**src/rtl/divider_dividend_reconstructor_seq_if.sv**
```systemverilog
// Operand/result handshake bundle for the dividend reconstructor.
// Master drives operands and result-ready; slave is the reconstructor.
interface divider_dividend_reconstructor_seq_if #(
    parameter int WIDTH = 8
);
    logic                 in_valid;
    logic                 in_ready;
    logic [WIDTH-1:0]     q;
    logic [WIDTH-1:0]     d;
    logic [WIDTH-1:0]     r;
    logic [2*WIDTH-1:0]   n_ref;
    logic                 out_valid;
    logic                 out_ready;
    logic [2*WIDTH-1:0]   n_rec;
    logic [2*WIDTH:0]     err;
    logic                 d_zero;

    modport master (
        output in_valid, q, d, r, n_ref, out_ready,
        input  in_ready, out_valid, n_rec, err, d_zero
    );

    modport slave (
        input  in_valid, q, d, r, n_ref, out_ready,
        output in_ready, out_valid, n_rec, err, d_zero
    );
endinterface

```
**src/rtl/divider_dividend_reconstructor_seq.sv**
```systemverilog
// Rebuilds n = q*d + r by sequential shift-add over WIDTH cycles
// and reports the signed error against the reference dividend.
module divider_dividend_reconstructor_seq #(
    parameter int WIDTH = 8
) (
    input  logic clk,
    input  logic rst_n,
    divider_dividend_reconstructor_seq_if.slave bus
);
    localparam int CW = (WIDTH > 1) ? $clog2(WIDTH) : 1;
    localparam int NW = 2 * WIDTH;

    localparam logic [1:0] S_IDLE = 2'd0;
    localparam logic [1:0] S_MUL  = 2'd1;
    localparam logic [1:0] S_DONE = 2'd2;

    logic [1:0]       r_state;
    logic [WIDTH-1:0] r_q;
    logic [NW-1:0]    r_d;
    logic [NW-1:0]    r_nref;
    logic [NW-1:0]    r_acc;
    logic [CW-1:0]    r_cnt;
    logic             r_out_valid;
    logic [NW-1:0]    r_n_rec;
    logic [NW:0]      r_err;
    logic             r_d_zero;

    logic [NW-1:0]    w_addend;
    logic [NW-1:0]    w_acc_next;
    logic             w_last;

    // Partial product for the current quotient bit
    always_comb begin
        w_addend   = r_q[r_cnt] ? (r_d << r_cnt) : '0;
        w_acc_next = r_acc + w_addend;
        w_last     = (r_cnt == CW'(WIDTH - 1));
    end

    always_ff @(posedge clk or negedge rst_n) begin
        if (!rst_n) begin
            r_state     <= S_IDLE;
            r_q         <= '0;
            r_d         <= '0;
            r_nref      <= '0;
            r_acc       <= '0;
            r_cnt       <= '0;
            r_out_valid <= 1'b0;
            r_n_rec     <= '0;
            r_err       <= '0;
            r_d_zero    <= 1'b0;
        end else begin
            unique case (r_state)
                S_IDLE: begin
                    if (bus.in_valid) begin
                        r_state  <= S_MUL;
                        r_q      <= bus.q;
                        r_d      <= {{WIDTH{1'b0}}, bus.d};
                        r_nref   <= bus.n_ref;
                        r_acc    <= {{WIDTH{1'b0}}, bus.r};
                        r_cnt    <= '0;
                        r_d_zero <= (bus.d == '0);
                    end
                end
                S_MUL: begin
                    r_acc <= w_acc_next;
                    if (w_last) begin
                        r_cnt       <= '0;
                        r_state     <= S_DONE;
                        r_out_valid <= 1'b1;
                        r_n_rec     <= w_acc_next;
                        r_err       <= {1'b0, r_nref} - {1'b0, w_acc_next};
                    end else begin
                        r_cnt <= r_cnt + CW'(1);
                    end
                end
                S_DONE: begin
                    if (bus.out_ready) begin
                        r_out_valid <= 1'b0;
                        r_state     <= S_IDLE;
                    end
                end
                default: r_state <= S_IDLE;
            endcase
        end
    end

    assign bus.in_ready  = (r_state == S_IDLE);
    assign bus.out_valid = r_out_valid;
    assign bus.n_rec     = r_n_rec;
    assign bus.err       = r_err;
    assign bus.d_zero    = r_d_zero;
endmodule

```
**src/flat_wrapper.sv**
```systemverilog
// flat-port wrapper written by rule: the top's interface ports become plain ports
module divider_dividend_reconstructor_seq_flat 
#(
    parameter int WIDTH = 8
)
  (clk, rst_n, bus_in_valid, bus_q, bus_d, bus_r, bus_n_ref, bus_out_ready, bus_in_ready, bus_out_valid, bus_n_rec, bus_err, bus_d_zero);
  divider_dividend_reconstructor_seq_if #(.WIDTH(WIDTH)) bus_i ();
  input  logic clk;
  input  logic rst_n;
  input wire logic [$bits(bus_i.in_valid)-1:0] bus_in_valid;
  input wire logic [$bits(bus_i.q)-1:0] bus_q;
  input wire logic [$bits(bus_i.d)-1:0] bus_d;
  input wire logic [$bits(bus_i.r)-1:0] bus_r;
  input wire logic [$bits(bus_i.n_ref)-1:0] bus_n_ref;
  input wire logic [$bits(bus_i.out_ready)-1:0] bus_out_ready;
  output wire logic [$bits(bus_i.in_ready)-1:0] bus_in_ready;
  output wire logic [$bits(bus_i.out_valid)-1:0] bus_out_valid;
  output wire logic [$bits(bus_i.n_rec)-1:0] bus_n_rec;
  output wire logic [$bits(bus_i.err)-1:0] bus_err;
  output wire logic [$bits(bus_i.d_zero)-1:0] bus_d_zero;
  assign bus_i.in_valid = bus_in_valid;
  assign bus_i.q = bus_q;
  assign bus_i.d = bus_d;
  assign bus_i.r = bus_r;
  assign bus_i.n_ref = bus_n_ref;
  assign bus_i.out_ready = bus_out_ready;
  assign bus_in_ready = bus_i.in_ready;
  assign bus_out_valid = bus_i.out_valid;
  assign bus_n_rec = bus_i.n_rec;
  assign bus_err = bus_i.err;
  assign bus_d_zero = bus_i.d_zero;
  divider_dividend_reconstructor_seq #(.WIDTH(WIDTH)) u_core (.clk(clk), .rst_n(rst_n), .bus(bus_i));
endmodule
```
**config.mk**
```make
export PLATFORM = sky130hd
export DESIGN_NAME = divider_dividend_reconstructor_seq_flat
export DESIGN_NICKNAME = d
export VERILOG_FILES = /design/src/rtl/divider_dividend_reconstructor_seq_if.sv /design/src/rtl/divider_dividend_reconstructor_seq.sv /design/src/flat_wrapper.sv
export SDC_FILE = /design/constraint.sdc
export NUM_CORES = 1
export LEC_CHECK = 0
export ABC_AREA = 1
export CORE_ASPECT_RATIO = 0.6
export CORE_MARGIN = 3
export CORE_UTILIZATION = 59
export CTS_CLUSTER_SIZE = 16
export DETAILED_ROUTE_END_ITERATION = 7
export GPL_TIMING_DRIVEN = 0
export PLACE_DENSITY = 0.9
export SYNTH_ARGS = -nofsm -noshare
export SYNTH_HDL_FRONTEND = slang
export SYNTH_SLANG_ARGS = --single-unit
```
**constraint.sdc**
```tcl
create_clock -name clk -period 8.67 [get_ports clk]
set_input_delay 1.3005 -clock clk [delete_from_list [all_inputs] [get_ports clk]]
set_output_delay 1.3005 -clock clk [all_outputs]
set_load 0.005 [all_outputs]
```
# After elaboration in Yosys (flattened, before gate mapping)
# Index checks and enable logic that the tools add are counted.
[word_totals]
reg_bits = 88
ram_bits = 0
output_inout_bits = 36
latchBits = 0
mem_count = 0
input_bits = 44
mem_bits_ro = 0
wordCells = 45
[op_classes]
n_mux = 15
order_cmp = 1
n_eq_ne = 6
div = 0
add_sub_neg = 3
n_mul = 0
n_shift = 1
reduce_logical = 9
bitwise_logic = 0
[ops]
columns = ["op", "count"]
rows = [
  ["$mux W16", 2],
  ["$pmux W16 S2", 1],
  ["$sub A16 B16 Y17", 1],
  ["$add A16 B16 Y16", 1],
  ["$shl A8 B3 Y16", 1],
  ["$logic_not A8 Y1", 1],
  ["$mux W2", 3],
  ["$mux W3", 2],
  ["$pmux W2 S3", 1],
  ["$pmux W3 S2", 1],
  ["$reduce_and A2 Y1", 3],
  ["$reduce_and A3 Y1", 2],
  ["$lt A3 B4 Y1 const B", 1],
  ["$ne A2 B2 Y1 const B", 2],
  ["$reduce_bool A2 Y1", 2],
  ["$add A3 B1 Y3 const B", 1],
  ["$bmux W1 S3", 1],
  ["$eq A3 B3 Y1 const B", 1],
  ["$mux W1", 3],
  ["$eq A2 B1 Y1 const B", 1],
  ["$eq A2 B2 Y1 const B", 1],
  ["$logic_not A2 Y1", 1],
  ["$ne A2 B1 Y1 const B", 1],
  ["$pmux W1 S2", 1],
]

# Logic depth before layout (Yosys ltp)
[logic_depth]
depth_word = 5
ltp_mapped = 30
depth_no_buf = 29

# Worst setup path before layout
# No wires, ideal clock.
[synth_path]
path_type = "flip-flop to flip-flop"
startpoint = "register u_core.r_cnt[0]"
endpoint = "register u_core.r_err[15] (netlist: u_core.bus.err[15])"
path_stages_with_launch = 30
setup_ps = 117
period_less_slack_ps = 3683
t_required_ps = 8553
t_arrival_ps = 3565
slack_ps = 4987
path_buffers = 1
path_cell_list = "dfrtp_1 > clkbuf_1 > inv_1 > o21ai_0 > o22ai_1 > nand2_1 > nor3_1 > ha_1 > fa_1 > nand2_1 > nand2_1 > nand2_1 > xnor2_1 > inv_1 > ha_1 > nand2_1 > o21ai_0 > nor2_1 > nor2_1 > nand3_1 > nand2_1 > nand2_1 > nand2_1 > nand2_1 > nand2_2 > nand2_1 > nand2_1 > nand2_1 > nand3_1 > nand2_1"
[synth_between]
elab_chain_cells = 5
elab_cells_between_ends = 8
cone_classes = "add/sub: 2; eq/ne: 1; shift: 1; mux: 3; reduce/logical: 1"
[synth_lines]
columns = ["item", "line", "rtl"]
rows = [
  ["start, declared", "divider_dividend_reconstructor_seq.sv:22", "logic [CW-1:0] r_cnt;"],
  ["start signal, assigned", "divider_dividend_reconstructor_seq.sv:73", "r_cnt <= r_cnt + CW'(1);"],
  ["$bmux W1 S3", "divider_dividend_reconstructor_seq.sv:34", "w_addend = r_q[r_cnt] ? (r_d << r_cnt) : '0;"],
  ["$mux W1 (implied by the code)", "divider_dividend_reconstructor_seq.sv:34", ""],
  ["$mux W16", "divider_dividend_reconstructor_seq.sv:34", ""],
  ["$add A16 B16 Y16", "divider_dividend_reconstructor_seq.sv:35", "w_acc_next = r_acc + w_addend;"],
  ["$sub A16 B16 Y17", "divider_dividend_reconstructor_seq.sv:71", "r_err <= {1'b0, r_nref} - {1'b0, w_acc_next};"],
  ["end signal, assigned", "divider_dividend_reconstructor_seq.sv:71", ""],
  ["end, declared", "divider_dividend_reconstructor_seq.sv:25", "logic [NW:0] r_err;"],
]
# Several ways; a longest one is shown, not always the timed one. The select of a mux whose other input is x is not followed.
# A chain may end at the register's enable or synchronous reset.

# Worst setup path in the final report
# Same ends and word-level chain as after synthesis.

==> flow_summary.json <==
{
  "ys.flop_type": "dfrtp_1",
  "dp_cells": 911,
  "power.density_nw_per_um2": 489,
  "synth_seq_cells": 88,
  "pre_cts_ws_ns": 4.06,
  "hold_start": "u_core.bus.out_valid$_DFFE_PN0P_",
  "dr_total_vias": 5311,
  "ant_nets": 0,
  "avgViaCountPerCell": 5.74,
  "p_sw_share_pct": 51.1,
  "endpoint_kind": "flip-flop",
  "place_congestion": 0.984,
  "cts-htree-levels": 3,
  "clockRootBuffer": "clkbuf_16",
  "synth_edf_count": 0,
  "synth_commonest_cells": "nand2_1 (267), dfrtp_1 (88), inv_1 (69), o21ai_0 (68), nor2_1 (41)",
  "hold_violations": 0,
  "diodes": 0,
  "p_comb_share_pct": 64.9,
  "min_delay_worst_endpoint": "u_core.bus.out_valid$_DFFE_PN0P_",
  "setup_viol": 0,
  "cp_slowest_stage_delay_ns": 0.44,
  "synth.largest_area_cell": "dfrtp_1",
  "worst_slack_ns": 3.86,
  "ir_worst_vdd_uv": 239,
  "grt_overflow": 0,
  "critPathArrivalTime_ns": 5.05,
  "numCtsBuffers": 9,
  "maxSlewHeadroom_pct": 58.9,
  "clockPowerShare_pct": 12.3,
  "wirelength_microns": 15400,
  "synth_async_sr_flop_share_pct": 100,
  "syn_inst": 719,
  "clock_skew_ns": 0.00833,
  "ys_seq_area_share_pct": 41.8,
  "grt_pass1_vias": 4948,
  "hold_class": "flip-flop to flip-flop",
  "postCtsResizedCells": 0,
  "yosys_warnings": 0,
  "drc_errors": 0,
  "syn-num-nets": 790,
  "fmax_mhz": 208,
  "cts_setup_buffers": 0,
  "path_cells": "clkbuf_1 > buf_1 > o21ai_0 > o21ai_0 > nor2_1 > o21ai_0 > inv_1 > ha_1 > nand2_2 > inv_1 > a21oi_2 > nand2_2 > nand2_2 > nand2_2 > a21oi_1 > o21ai_0 > xnor2_1 > ha_1 > inv_1 > o21bai_1 > nor2_2 > nand3_1 > nand3_1 > nand2_1",
  "avgSynthCellArea_sq_um": 7.33,
  "r2r_slack_ns": 3.86,
  "path_clk_slew_ns": 0.07,
  "grt_pass1_wl_microns": 24500,
  "finalSetupTns_ns": 0,
  "drive_above_1_share_pct": 6.88,
  "antenna_found_initial": 0,
  "clock-sinks": 88,
  "dpl.hpwl_microns": 11500,
  "grt.total_usage_pct": 31.1,
  "reg2reg_from": "u_core.r_cnt[0]$_DFFE_PN0P_",
  "syn-cell-area_sq_um": 5270,
  "die_w_microns": 128,
  "port-buffer-count": 79,
  "wl_per_cell_microns": 16.6,
  "reg2reg_depth": 24,
  "grt_max_degree": 48,
  "die_h_microns": 79.2,
  "synth_cell_type_count": 38,
  "pwr-share-seq_pct": 22.8,
  "synthTopCellsByArea": "dfrtp_1 (42%), nand2_1 (19%), o21ai_0 (6.5%)",
  "min_period_ns": 4.81,
  "worst-path-buf-inv": 5,
  "die-area_sq_um": 10100,
  "hold_slack_ns": 0.483,
  "tightest_slew_ns": 0.614,
  "initial_utilization_pct": 61.4,
  "r2r_end": "u_core.bus.err[15]$_DFFE_PN0P_",
  "period_share_pct": 55.5,
  "netSwitchingPower_mw": 1.63,
  "rsz0062_at_grt": "no",
  "crit_type": "flip-flop to flip-flop",
  "required_ns": 8.91,
  "nets": 881,
  "syn_to_final_growth_pct": 23.7,
  "max_cap_violations": 0,
  "holdPathStages": 2,
  "clk_latency_ns": 0.35,
  "fin_cells": 926,
  "p_int_mw": 1.56,
  "yosysMostFrequentCell": "nand2_1",
  "tritoncts": "yes",
  "pin_count": 80,
  "yosys.area.top_type_share_pct": 41.8,
  "clock_path_buffers": 2,
  "dr.pass1.iters": 7,
  "core.rowCount": 26,
  "start_kind": "flip-flop",
  "ctsHoldBuffers": 0,
  "worst_path_max_delay_cell": "buf_1",
  "path_delay_family": "compound AO/OA/AOI/OAI gates",
  "slew_viol_final": 0,
  "cp_max_fo": 10,
  "status": "complete, no violations",
  "p_leak_nw": 3.34,
  "drt_iter0_drc": 523,
  "core_sq_um": 8590
}
==> power groups by stage <==
stage | logic, mW | registers [mW] | clock network (mW)
2_1_floorplan | 1.38 | 0.697 | 0
3_3_place_gp | 1.89 | 0.718 | 0
3_5_place_dp | 1.98 | 0.725 | 0
4_1_cts | 2.01 | 0.722 | 0.393
5_1_grt | 2.28 | 0.745 | 0.412
6_report | 2.07 | 0.727 | 0.393
==> final cells by class <==
cell class | instances | area [sq um]
inverter | 70 | 263
sequential | 88 | 2200
buffer | 21 | 81.3
timing repair buffer | 80 | 816
tap | 112 | 140
clock inverter | 6 | 70.1
fill | 638 | 2070
multi-input combinational | 540 | 2720
clock buffer | 9 | 225
==> worst max path at each step <==
| stage | start | end | slack [ns] | cells past startpoint |
|---|---|---|---|---|
| after CTS | u_core.r_cnt[0]$_DFFE_PN0P_ | u_core.bus.err[15]$_DFFE_PN0P_ | 4.02 | 24 |
| final | u_core.r_cnt[0]$_DFFE_PN0P_ | u_core.bus.err[15]$_DFFE_PN0P_ | 3.86 | 24 |
| after detailed placement | u_core.r_cnt[0]$_DFFE_PN0P_ | u_core.bus.err[15]$_DFFE_PN0P_ | 4.06 | 24 |
| after global placement | rst_n | u_core.bus.n_rec[2]$_DFFE_PN0P_ | 3.16 | 1 |
| after global routing | u_core.r_cnt[0]$_DFFE_PN0P_ | u_core.bus.err[15]$_DFFE_PN0P_ | 3.54 | 24 |
| after floorplan | u_core.r_cnt[0]$_DFFE_PN0P_ | u_core.bus.err[15]$_DFFE_PN0P_ | 4.99 | 29 |
==> routing by layer <==
metal	vias up	wire, microns	GRT usage, %
li1	2479	-	-
met1	2494	6840	45.7
met2	314	6520	45.6
met3	24	1810	8.00
met4	0	230	8.37
met5	-	0	0
==> state kept, by name, summed over array words and instances (netlist names), 2 cells and up <==
register          flops
u_core.bus.err       17
u_core.r_d            8
u_core.r_cnt          3
u_core.r_nref        16
u_core.r_q            8
u_core.bus.n_rec     16
u_core.r_state        2
u_core.r_acc         16
==> cell families after synthesis <==
family | synth area share (%)
xor+xnor | 2.16
simple gates | 31.4
fa+ha+maj | 6.70
flops | 41.8
buf+inv | 6.53
compound gates | 11.1
mux | 0.380
==> cell usage in the layout (no fill, tap or decap), types with 2 or more instances in the layout <==
| master | Yosys | routed |
|---|---|---|
| inv_1 | 69 | 69 |
| buf_2 | 2 | 2 |
| o22ai_1 | 2 | 2 |
| xnor2_1 | 5 | 5 |
| nor2_2 | 6 | 6 |
| nand2_2 | 21 | 21 |
| a21oi_1 | 13 | 13 |
| clkinvlp_4 | 0 | 3 |
| clkdlybuf4s50_1 | 0 | 78 |
| a31oi_1 | 2 | 2 |
| o31ai_1 | 2 | 2 |
| a21oi_2 | 2 | 2 |
| o21ai_0 | 68 | 68 |
| mux2i_1 | 2 | 2 |
| fa_1 | 2 | 2 |
| nand2_1 | 267 | 267 |
| nand3_2 | 5 | 5 |
| a21o_1 | 2 | 2 |
| nor2_1 | 41 | 41 |
| nand3_1 | 39 | 39 |
| ha_1 | 25 | 25 |
| clkbuf_16 | 0 | 9 |
| o211ai_1 | 5 | 5 |
| nor3_1 | 9 | 9 |
| a22oi_1 | 2 | 2 |
| xor2_1 | 8 | 8 |
| dfrtp_1 | 88 | 88 |
| o21a_1 | 2 | 2 |
| clkbuf_1 | 18 | 18 |
==> through the flow <==
stage          cell area (sq um)  utilization, %  total power [mW]
2_1_floorplan               5270               -              2.08
3_3_place_gp                6200            72.2              2.61
3_5_place_dp                6230            72.5              2.70
4_1_cts                     6520            75.9              3.13
5_1_grt                     6520            75.9              3.44
6_report                    6520            75.9              3.19
==> tightest hold or removal path: stages, from the launching register on <==
cell,delay [ns]
dfrtp_1,0.34
nand2_1,0.05
nand2_1,0.06
(Power assumes the default switching activity.)
==> patch (same flow settings) <==
`WIDTH` is set to 8 in 3 places; all go to 4.
--- a/src/rtl/divider_dividend_reconstructor_seq_if.sv
+++ b/src/rtl/divider_dividend_reconstructor_seq_if.sv
@@ -2,5 +2,5 @@
 // Master drives operands and result-ready; slave is the reconstructor.
 interface divider_dividend_reconstructor_seq_if #(
-    parameter int WIDTH = 8
+    parameter int WIDTH = 4
 );
     logic                 in_valid;
--- a/src/rtl/divider_dividend_reconstructor_seq.sv
+++ b/src/rtl/divider_dividend_reconstructor_seq.sv
@@ -2,5 +2,5 @@
 // and reports the signed error against the reference dividend.
 module divider_dividend_reconstructor_seq #(
-    parameter int WIDTH = 8
+    parameter int WIDTH = 4
 ) (
     input  logic clk,
--- a/src/flat_wrapper.sv
+++ b/src/flat_wrapper.sv
@@ -2,5 +2,5 @@
 module divider_dividend_reconstructor_seq_flat 
 #(
-    parameter int WIDTH = 8
+    parameter int WIDTH = 4
 )
   (clk, rst_n, bus_in_valid, bus_q, bus_d, bus_r, bus_n_ref, bus_out_ready, bus_in_ready, bus_out_valid, bus_n_rec, bus_err, bus_d_zero);
Interface: changed (6 resized); port bits go from 80 to 44. No check against the original RTL was run, so the function may have changed too.
==> patch against the unedited design <==
- sequential power shrank 47%
- worst setup slack gained 1100 ps
- power shrank 55%
- sequential cell count shrank 41
- critical path type unchanged
- largest cell class unchanged
- synthesized cell count shrank 54%
- sequential share of layout area grew 2.6 points
- routed wire length shrank 59%
- cell area shrank 50%
- largest power group unchanged
- via count shrank 54%
- critical endpoint is now u_core.bus.err[6]
- first-iteration DRC count shrank 48%
- synthesized area shrank 50%
==> patch: results (changes against the unedited design) <==
[outcome]
status = complete, no violations

[logic_synthesis]
synth_cells = 332  ; -54%
yosysSeqAreaShare_pct = 44.74  ; +3.0 points
synth_area_leaders = dfrtp_1 (45%), nand2_1 (16%), ha_1 (5.7%)
synth.distinct_cells = 28  ; -26%
syn_nets = 370  ; -53%
yosys-top-cells-count = nand2_1 (113), dfrtp_1 (47), inv_1 (32)

[drt]
drt-met1-wl_um = 2956  ; -57%
first_pass_iters = 5  ; -2
wl_met2_um = 2715  ; -58%
wirelength_um = 6240  ; -59%
initialDrtViolationCount = 271  ; -48%
vias = 2436  ; -54%
route.detailed.wl_per_inst_um = 14.09  ; -15%
wl_met3_um = 554  ; -69%

[grt]
first_global_vias = 2285  ; -54%
gr-total-overflow = 0  ; unchanged
grt_util_met1_pct = 37.20  ; -8.5 points
grt_usage_pct = 25.37  ; -5.7 points
met3_usage_pct = 7.652  ; -0.34 points
grt_max_degree = 33  ; -31%
met2_usage_pct = 39.00  ; -6.6 points
grt_pass1_wl_um = 10650  ; -57%

[pwr]
ir_drop_mv = 0.2978  ; +25%
fin_total_pwr_uw = 1433  ; -55%
leakagePower_uw = 0.001646  ; -51%
pwr-share-clk_pct = 9.1  ; -3.2 points
switching_share_pct = 48.78  ; -2.3 points
p_seq_uw = 387  ; -47%

[clock_tree]
cts_root_buf = clkbuf_8
ctsHtreeMaxLevel = 2  ; -1
clk_path_buf_depth = 2  ; unchanged
cts_inserted_buffers = 5  ; -4
path_clk_slew_ps = 90  ; +20 ps
clock_latency_ps = 300  ; -50 ps

[timing]
finalClockSkew_ps = 9.722  ; +1.392 ps
tightest_slew_ps = 524.5  ; -89.50 ps
whs_ps = 491.4  ; +8.154 ps

[placement]
port-buffer-count = 43  ; -46%
gp_congestion = 0.8426  ; -14%
postPlaceCellArea_sq_mm = 0.003149  ; -49%
hpwl_um = 4854  ; -58%
place_inst = 436  ; -52%

[critical_path]
slowest_delay_ps = 460  ; +20 ps
r2r_slack_ps = 4970  ; +1110 ps
crit_end = u_core.bus.err[6]
reg2regPathDepth = 17  ; -29%
critPathTopFamily = adder cells
cp_slowest_cell = fa_1
arrival_ps = 3890  ; -1160 ps

[finish]
fillers = 307  ; -52%
final_layout_size_suffix_gt1_share_pct = 9.399  ; +2.5 points
nets = 421  ; -52%

[hold_path]
holdPathEnd = u_core.bus.err[3]
min_from = u_core.bus.err[3]

patch: logic make-up after synthesis:
family	count (synthesis)	share of synthesized area, %
buf+inv	41	6.331
mux	1	0.3808
flops	47	44.74
fa+ha+maj	14	7.235
xor+xnor	4	1.333
simple gates	179	30.32
compound gates	46	9.662
patch: per-stage QoR:
| step | worst slack (ps) | util [%] |
|---|---|---|
| 2_1_floorplan | 5807 | - |
| 4_1_cts | 5090 | 77.15 |
| 3_3_place_gp | 5025 | 74.82 |
| 5_1_grt | 4760 | 77.15 |
| 6_report | 4974 | 77.15 |
| 3_5_place_dp | 5124 | 75.18 |
patch: area by class of cell:
cell class	count	area [sq um]	share of cell area [%]
Multi-Input combinational cell	244	1286	39.80
Sequential cell	47	1176	36.39
Timing Repair Buffer	44	445.4	13.78
Inverter	34	127.6	3.949
Tap cell	60	75.07	2.323
Clock buffer	5	68.82	2.129
Buffer	7	38.79	1.200
Clock inverter	2	13.76	0.4259
